$ cat src/rtl/pipeline_hold_ctrl.sv
// Central hazard/stall controller: sequences branch, load-use, trap, bus-wait and mul/div-wait
// stalls into per-stage write enables and hold codes, with a watchdog on the multi-cycle waits.
module pipeline_hold_ctrl #(
    parameter int unsigned TRAP_FLUSH_CYCLES = 2,
    parameter int unsigned WAIT_TIMEOUT      = 1024,
    parameter int unsigned CNT_WIDTH         = 32
) (
    input  logic                 clk,
    input  logic                 rst,
    input  logic                 branch_taken_i,
    input  logic                 load_use_i,
    input  logic                 trap_i,
    input  logic                 mem_req_i,
    input  logic                 mem_ready_i,
    input  logic                 muldiv_start_i,
    input  logic                 muldiv_done_i,
    output logic                 pc_wen_o,
    output logic                 if_id_wen_o,
    output logic                 id_ex_wen_o,
    output logic                 ex_mem_wen_o,
    output logic                 mem_wb_wen_o,
    output logic [2:0]           if_id_hold_o,
    output logic [2:0]           id_ex_hold_o,
    output logic [2:0]           ex_mem_hold_o,
    output logic [2:0]           mem_wb_hold_o,
    output logic                 timeout_o,
    output logic [CNT_WIDTH-1:0] stall_cnt_o
);

    typedef enum logic [1:0] {
        ST_RUN,
        ST_MEM_WAIT,
        ST_MD_WAIT,
        ST_TRAP_FLUSH
    } state_e;

    typedef enum logic [2:0] {
        HOLD_NONE     = 3'b000,
        HOLD_BRANCH   = 3'b001,
        HOLD_LOAD_USE = 3'b010,
        HOLD_TRAP     = 3'b011,
        HOLD_WAIT     = 3'b100
    } hold_e;

    localparam int unsigned     WD_W       = (WAIT_TIMEOUT > 1) ? $clog2(WAIT_TIMEOUT) : 1;
    localparam logic [WD_W-1:0] WD_LAST    = WD_W'(WAIT_TIMEOUT - 1);
    localparam bit              WD_EN      = (WAIT_TIMEOUT != 0);
    localparam logic [3:0]      FLUSH_INIT = 4'(TRAP_FLUSH_CYCLES - 1);

    state_e                 state_q, state_d;
    logic [3:0]             flush_q, flush_d;
    logic [WD_W-1:0]        wd_q, wd_d;
    logic [CNT_WIDTH-1:0]   stall_q, stall_d;
    logic                   trap_go;
    logic                   wd_expired;
    logic                   stall;

    assign wd_expired = WD_EN && (wd_q == WD_LAST);

    always_comb begin
        // NOTE: every signal written here gets a default first, so no path can infer a latch.
        state_d       = state_q;
        flush_d       = flush_q;
        wd_d          = wd_q;
        trap_go       = 1'b0;
        pc_wen_o      = 1'b1;
        if_id_wen_o   = 1'b1;
        id_ex_wen_o   = 1'b1;
        ex_mem_wen_o  = 1'b1;
        mem_wb_wen_o  = 1'b1;
        if_id_hold_o  = HOLD_NONE;
        id_ex_hold_o  = HOLD_NONE;
        ex_mem_hold_o = HOLD_NONE;
        mem_wb_hold_o = HOLD_NONE;
        timeout_o     = 1'b0;

        unique case (state_q)
            ST_RUN: begin
                if (trap_i) begin
                    trap_go = 1'b1;
                end else if (mem_req_i && !mem_ready_i) begin
                    {pc_wen_o, if_id_wen_o, id_ex_wen_o, ex_mem_wen_o} = 4'b0000;
                    mem_wb_hold_o = HOLD_WAIT;
                    state_d       = ST_MEM_WAIT;
                    wd_d          = '0;
                end else if (muldiv_start_i) begin
                    {pc_wen_o, if_id_wen_o, id_ex_wen_o} = 3'b000;
                    ex_mem_hold_o = HOLD_WAIT;
                    if (!muldiv_done_i) begin
                        state_d = ST_MD_WAIT;
                        wd_d    = '0;
                    end
                end else if (branch_taken_i) begin
                    if_id_hold_o = HOLD_BRANCH;
                    id_ex_hold_o = HOLD_BRANCH;
                end else if (load_use_i) begin
                    pc_wen_o     = 1'b0;
                    if_id_wen_o  = 1'b0;
                    id_ex_hold_o = HOLD_LOAD_USE;
                end
            end
            // Completion wins over a watchdog expiry landing on the same cycle.
            ST_MEM_WAIT: begin
                if (mem_ready_i) begin
                    state_d = ST_RUN;
                end else if (wd_expired) begin
                    trap_go   = 1'b1;
                    timeout_o = 1'b1;
                end else begin
                    {pc_wen_o, if_id_wen_o, id_ex_wen_o, ex_mem_wen_o} = 4'b0000;
                    mem_wb_hold_o = HOLD_WAIT;
                    wd_d          = wd_q + WD_W'(1);
                end
            end
            ST_MD_WAIT: begin
                if (muldiv_done_i) begin
                    state_d = ST_RUN;
                end else if (wd_expired) begin
                    trap_go   = 1'b1;
                    timeout_o = 1'b1;
                end else begin
                    {pc_wen_o, if_id_wen_o, id_ex_wen_o} = 3'b000;
                    ex_mem_hold_o = HOLD_WAIT;
                    wd_d          = wd_q + WD_W'(1);
                end
            end
            ST_TRAP_FLUSH: begin
                pc_wen_o      = 1'b0;
                if_id_hold_o  = HOLD_TRAP;
                id_ex_hold_o  = HOLD_TRAP;
                ex_mem_hold_o = HOLD_TRAP;
                flush_d       = flush_q - 4'd1;
                if (flush_q <= 4'd1) state_d = ST_RUN;
            end
            default: state_d = ST_RUN;
        endcase

        // A trap from RUN and a watchdog expiry share the same first flush cycle.
        if (trap_go) begin
            pc_wen_o      = 1'b1;
            if_id_hold_o  = HOLD_TRAP;
            id_ex_hold_o  = HOLD_TRAP;
            ex_mem_hold_o = HOLD_TRAP;
            if (TRAP_FLUSH_CYCLES > 1) begin
                state_d = ST_TRAP_FLUSH;
                flush_d = FLUSH_INIT;
            end else begin
                state_d = ST_RUN;
            end
        end

        stall = ~&{pc_wen_o, if_id_wen_o, id_ex_wen_o, ex_mem_wen_o, mem_wb_wen_o}
              | (|{if_id_hold_o, id_ex_hold_o, ex_mem_hold_o, mem_wb_hold_o});
        stall_d = (stall && (stall_q != '1)) ? stall_q + CNT_WIDTH'(1) : stall_q;

        if (!rst) begin
            {pc_wen_o, if_id_wen_o, id_ex_wen_o, ex_mem_wen_o, mem_wb_wen_o} = 5'b00000;
            if_id_hold_o  = HOLD_NONE;
            id_ex_hold_o  = HOLD_NONE;
            ex_mem_hold_o = HOLD_NONE;
            mem_wb_hold_o = HOLD_NONE;
            timeout_o     = 1'b0;
        end
    end

    always_ff @(posedge clk or negedge rst) begin
        if (!rst) begin
            state_q <= ST_RUN;
            flush_q <= '0;
            wd_q    <= '0;
            stall_q <= '0;
        end else begin
            // NOTE: non-blocking updates so every register samples the same pre-edge values.
            state_q <= state_d;
            flush_q <= flush_d;
            wd_q    <= wd_d;
            stall_q <= stall_d;
        end
    end

    assign stall_cnt_o = stall_q;

endmodule

$ cat config.mk
export PLATFORM = sky130hd
export DESIGN_NAME = pipeline_hold_ctrl
export DESIGN_NICKNAME = d
export VERILOG_FILES = /design/src/rtl/pipeline_hold_ctrl.sv
export SDC_FILE = /design/constraint.sdc
export NUM_CORES = 1
export LEC_CHECK = 0
export CAP_MARGIN = 20
export CORE_ASPECT_RATIO = 0.7
export CORE_MARGIN = 5
export CORE_UTILIZATION = 30
export CTS_CLUSTER_DIAMETER = 150
export DETAILED_ROUTE_END_ITERATION = 8
export MAX_ROUTING_LAYER = met4
export PLACE_DENSITY_LB_ADDON = 0.05
export RECOVER_POWER = 100
export SLEW_MARGIN = 10
export SYNTH_ARGS = -nofsm -noshare
export SYNTH_HDL_FRONTEND = slang
export SYNTH_SLANG_ARGS = --single-unit
export TNS_END_PERCENT = 100
$ cat constraint.sdc
create_clock -name clk -period 2.22 [get_ports clk]
set_clock_uncertainty 0.05 [all_clocks]
set_input_delay 0.222 -clock clk [delete_from_list [all_inputs] [get_ports clk]]
set_output_delay 0.222 -clock clk [all_outputs]
set_load 0.02 [all_outputs]
## Word level (Yosys, flattened, before mapping)

Index checks and enable logic that the tools add are counted.

| word-level totals | value |
|---|---|
| register bits after elaboration | 48 |
| output and inout port bits | 50 |
| logic and storage cells | 112 |

| operators by class | value |
|---|---|
| $add $sub $neg | 3 |
| magnitude comparators | 1 |
| eq/ne operators | 16 |
| multiplexer cells | 76 |
| bitwise operators | 1 |
| reductions and logical operators | 11 |

Operators with widths:

| kind | number |
|---|---|
| $mux 10 | 7 |
| $mux 3 | 15 |
| $add 32x1->32 const B | 1 |
| $ne 32x32->1 const B | 1 |
| $pmux 10 s3 | 1 |
| $mux 1 | 27 |
| $mux 2 | 13 |
| $ne 3x3->1 const B | 6 |
| $reduce_and 6->1 | 2 |
| $reduce_or 12->1 | 1 |
| $add 10x1->10 const B | 1 |
| $eq 10x10->1 const B | 1 |
| $pmux 1 s3 | 3 |
| $pmux 3 s3 | 1 |
| $mux 4 | 2 |
| $ne 4x4->1 const B | 2 |
| $pmux 2 s2 | 2 |
| $pmux 2 s4 | 1 |
| $ne 2x2->1 const B | 3 |
| $pmux 3 s2 | 1 |
| $eq 2x2->1 const B | 2 |
| $le 4x1->1 const B | 1 |
| $pmux 1 s2 | 2 |
| $pmux 1 s4 | 1 |
| other kinds (9) | 11 |

## Longest topological paths before layout

| depth | value |
|---|---|
| depth after elaboration | 11 |
| gate-level depth with buffers | 11 |
| depth with buffers taken out | 9 |

## Worst setup path before layout

Ideal clock, no wire load.

| timing | value |
|---|---|
| kind | register -> register |
| from | register stall_q[0], in the netlist stall_cnt_o[0] |
| to | register stall_q[1], in the netlist stall_cnt_o[1] |
| library setup time | 0.127 ns |
| data arrival time | 2.321 ns |
| data required time | 2.043 ns |
| setup slack | -0.278 ns |
| cell stages (with the launch flop) | 11 |
| buffers on the path | 3 |
| path through | dfrtp_1 > ha_1 > and3_1 > and3_1 > clkbuf_1 > and4_4 > nor2b_1 > buf_2 > a21oi_2 > buf_4 > mux2_1 |

| between the ends | value |
|---|---|
| word-level cells in the longest chain between the ends | 2 |
| elaborated cells on any way between the ends | 3 |
| those cells by class | 1 x add/sub; 1 x eq/ne; 1 x reduce/logical |

Ends and longest elaborated chain:

| what | line | RTL |
|---|---|---|
| from (decl) | 53 | `logic [CNT_WIDTH-1:0] stall_q, stall_d;` |
| from (signal assigned) | 177 | `stall_q <= stall_d;` |
| branches (longest 2 deep; another with $add 32x1->32) | -- |  |

Several ways; the timed one is not identified.
A chain may end at the register's enable or synchronous reset.

## Worst setup path after layout

| timing | value |
|---|---|
| from | register state_q[1] |
| to | register stall_q[1], in the netlist stall_cnt_o[1] |

| between the ends | value |
|---|---|
| word-level cells in the longest chain between the ends | 7 |
| elaborated cells on any way between the ends | 22 |
| those cells by class | 3 x eq/ne; 13 x mux; 1 x bitwise; 5 x reduce/logical |

Ends and longest elaborated chain:

| what | line | RTL |
|---|---|---|
| from (decl) | 50 | `state_e state_q, state_d;` |
| from (signal assigned) | 174 | `state_q <= state_d;` |
| $eq 2x2->1 (tied with other cells) | 77 | `unique case (state_q)` |
| $pmux 1 s4 or $pmux 1 s3 (tied branches) | 77 |  |
| $mux 1 | 139 | `if (trap_go) begin` |
| $reduce_and 4->1 | 152 | `stall = ~&{pc_wen_o, if_id_wen_o, id_ex_wen_o, ex_mem_wen_o, mem_wb_wen_o}` |
| $logic_not 1->1 | 152 |  |
| $or 1x1->1 (*) | 153 | `\| (\|{if_id_hold_o, id_ex_hold_o, ex_mem_hold_o, mem_wb_hold_o});` |
| $logic_and 1x1->1 (*) | 154 | `stall_d = (stall && (stall_q != '1)) ? stall_q + CNT_WIDTH'(1) : stall_q;` |

Mark *: on every way between the ends. The rest lies on a longest branch, timed or not.

==> metrics.md <==
| Metric | Value |
|---|---|
| Clock Tree Buf Depth | `2` |
| Post-route cell area | `4846 sq um` |
| Die area | `12030 sq um` |
| Ys Warns | `0` |
| Status | `finished with violations` |
| First-pass GRT wire length | `13880 um` |
| TritonCTS buffer count | `5` |
| # diodes | `0` |
| Async SR Flop Fraction | `1.000` |
| Final Non-Filler Cells | `578` |
| LEAKAGE | `2.072 nW` |
| Fmax | `409.2 MHz` |
| Post-Route WL | `8421 um` |
| Drt pass-1 iters | `4` |
| Die X | `129.0 um` |
| P_int | `0.003095 W` |
| Footprint of the multi-input gates | `1927 sq um` |
| Number of synthesized flops with an enable pin | `0` |
| Largest net degree at the start of global routing | `37` |
| Failing checks | `setup timing` |
| Combinational share of power | `0.617` |
| Seq/Total Area, Yosys | `0.4042` |
| DRC violations left | `0` |
| Worst slack at placement | `-464.9 ps` |
| Crit start category | `register` |
| Avg WL per Cell | `14.57 um` |
| Clk slew on worst S/H paths | `70 ps` |
| HPWL Detailed | `6316 um` |
| Sequential power share | `0.230` |
| Area growth syn-to-layout | `63.07%` |
| Final period utilization | `1.101` |
| Net load switching power | `0.001969 W` |
| Count of input and output buffers | `54` |
| Via count | `2721` |
| Via density | `4.708` |
| TritonCTS clock tree | `built` |
| Tightest Hold Check Type | `input pin to async pin` |
| Post-Place Cell Area | `4293 sq um` |
| Starting Density | `0.3068` |
| Worst setup margin | `-223.7 ps` |
| Power Density | `1045 nW/um^2` |
| Initial antenna violation count | `0` |
| Layout cell share with drive strength beyond 1 | `0.4089` |
| Die height | `93.27 um` |
| Synth cell count leaders | `dfrtp_1 (48), nor2_1 (27), xnor2_1 (24)` |
| Max FO, Critical Path | `22` |
| GP Congestion | `0.8156` |
| Synth area leader | `dfrtp_1` |
| Clock sinks | `48` |
| Leading post-synthesis cells by cell area | `dfrtp_1 (40%), xnor2_1 (7.1%), xor2_1 (4.1%), ha_1 (3.8%), nor2_1 (3.4%)` |
| Crit path kind | `register to register` |
| Clock Tree Root | `clkbuf_16` |
| Rows | `30` |
| Final min period | `2444 ps` |
| Placed Cells | `555` |
| Vias in the first global route | `2695` |
| Post-synth cell types | `58` |
| Tot GR Track Use | `0.1475` |
| Ys flop type | `dfrtp_1` |
| Max-cap viol count | `0` |
| Slew HR | `0.3834` |
| Final layout net count | `467` |
| Grt peak-use layer | `met1` |
| RSZ-0062 raised after global routing | `true` |
| Cell count after synthesis | `303` |
| Sw Share | `0.3889` |
| Met1 GRT Util | `0.2253` |
| Clock network power share | `0.152` |
| Gr ovfl total | `0` |
| Detail Route Antenna Nets | `0` |
| Grt met3 use | `0.02797` |
| CP required | `2340 ps` |
| Worst endpoint data arrival time | `2570 ps` |
| FF+latch count, synth | `48` |
| Initial drt markers | `154` |
| Filler cell count | `906` |
| Clk Latency, worst-skew pair | `290 ps` |
| VDD IR max | `0.0005701 V` |
| FF/Latch Area | `1205 sq um` |
| Met2 GRT Util | `0.2056` |
| Cell with the most instances after synthesis | `dfrtp_1` |
| Htree depth | `2` |
| Worst setup EP type | `register` |
| Synthesized area | `2972 sq um` |
| Final number of hold-violating endpoints | `0` |
| Placeable Area | `9684 sq um` |
| Number of I/O pins | `59` |
| Syn avg cell area | `9.807 sq um` |
| Yosys top cell area share | `0.4042` |
| Worst-Margin Slew | `925.0 ps` |
| Setup violators final | `45` |
| Fin. max-slew vios | `0` |
cell families (layout without fill, tap and decap cells):
kind of cell             after synthesis  in the layout  synth area share
multiplexers                           1              1          0.003789
XOR/XNOR                              38             38            0.1120
buffers and inverters                 35            179           0.06021
adder cells (fa/ha/maj)                9              9           0.03790
other                                  1              4          0.001262
AND/OR/NAND/NOR                      127            127            0.2606
flip-flops                            48             48            0.4042
AO/OA/AOI/OAI                         44             44            0.1200
path summary, 6_finish.rpt:
path / endpoint / from / cells after the start / slack [ps]
max: stall_cnt_o[1] / state_q[1] / 10 / -220
min: wd_q[9] / rst / 2 / 350
max reg2reg: stall_cnt_o[1] / state_q[1] / 10 / -220
min reg2reg: stall_cnt_o[29] / stall_cnt_o[29] / 1 / 430
max in group asynchronous: state_q[0] / rst / 3 / 450
min in group clk: stall_cnt_o[29] / stall_cnt_o[29] / 1 / 430
flip-flops by register name (all words and copies together), names as in the netlist:
| name | count |
|---|---|
| state_q | 2 |
| stall_cnt_o | 32 |
| wd_q | 10 |
| flush_q | 4 |
cells in the final DEF (no fill, tap or decap), drive strengths merged, types with 3 or more instances in the layout:
cell type / instances
a21oi: 9
nor2b: 4
nor4: 7
xnor2: 24
o21ai: 14
and3: 8
clkbuf: 15
nand4: 16
ha: 9
inv: 16
xor2: 14
a221o: 3
conb: 4
nand3: 13
buf: 106
nor3: 8
dfrtp: 48
dlygate4sd3: 32
clkdlybuf4s50: 9
nand2: 20
nor2: 27
and2: 5
a2111oi: 5
and4: 6
area by class of cell:
cell class / instances / area share
clock buffer: 7 / 0.02943
clock inverter: 1 / 0.001549
inverter: 16 / 0.01343
multi-input combinational: 223 / 0.3976
sequential: 48 / 0.2486
tap: 128 / 0.03305
timing repair buffer: 155 / 0.2763
through the flow:
step | power, W | hold slack [ps] | util | TNS, ps
2_1_floorplan | 0.002689 | -123.6 | - | -2034
3_3_place_gp | 0.003804 | 39.56 | 0.4433 | -15810
3_5_place_dp | 0.003803 | 35.61 | 0.4433 | -16790
4_1_cts | 0.004870 | 259.6 | 0.4823 | -7198
5_1_grt | 0.005404 | 403.8 | 0.5004 | -10520
6_report | 0.005064 | 349.5 | 0.5004 | -5771
power by group through the flow:
| stage | clock (W) | combinational (W) | sequential, W |
|---|---|---|---|
| finish | 0.000771 | 0.00313 | 0.00117 |
| global route | 0.000832 | 0.00339 | 0.00119 |
| CTS | 0.000796 | 0.00291 | 0.00116 |
| detailed placement | 0 | 0.00264 | 0.00117 |
| global placement | 0 | 0.00264 | 0.00117 |
| floorplan | 0 | 0.00141 | 0.00128 |
repair_timing:
item | 4_1_cts | 5_1_grt
endpoints found under the setup margin | 52 | 53
pin swaps | 16 | 20
gates resized for setup | 95 | 41
hold endpoints to repair | 12 | 0
hold buffers | 1 | 0
buffers inserted | 6 | 9
routing by layer:
layer	routed length, um	part of all wire	vias up
met5	0	0	-
met4	41	0.0049	0
met3	315	0.037	5
met2	3529	0.42	48
met1	4533	0.54	1305
li1	-	-	1363
critical path: stages (launching register included):
cell and delay (ps):
dfrtp_1 410, buf_6 130, ha_4 160, inv_4 80
buf_6 100, o21ai_4 50, a221o_2 380, a2111oi_4 390
a21oi_4 100, buf_12 170, mux2_4 300
Note: power is estimated with default switching activity, not from simulation.
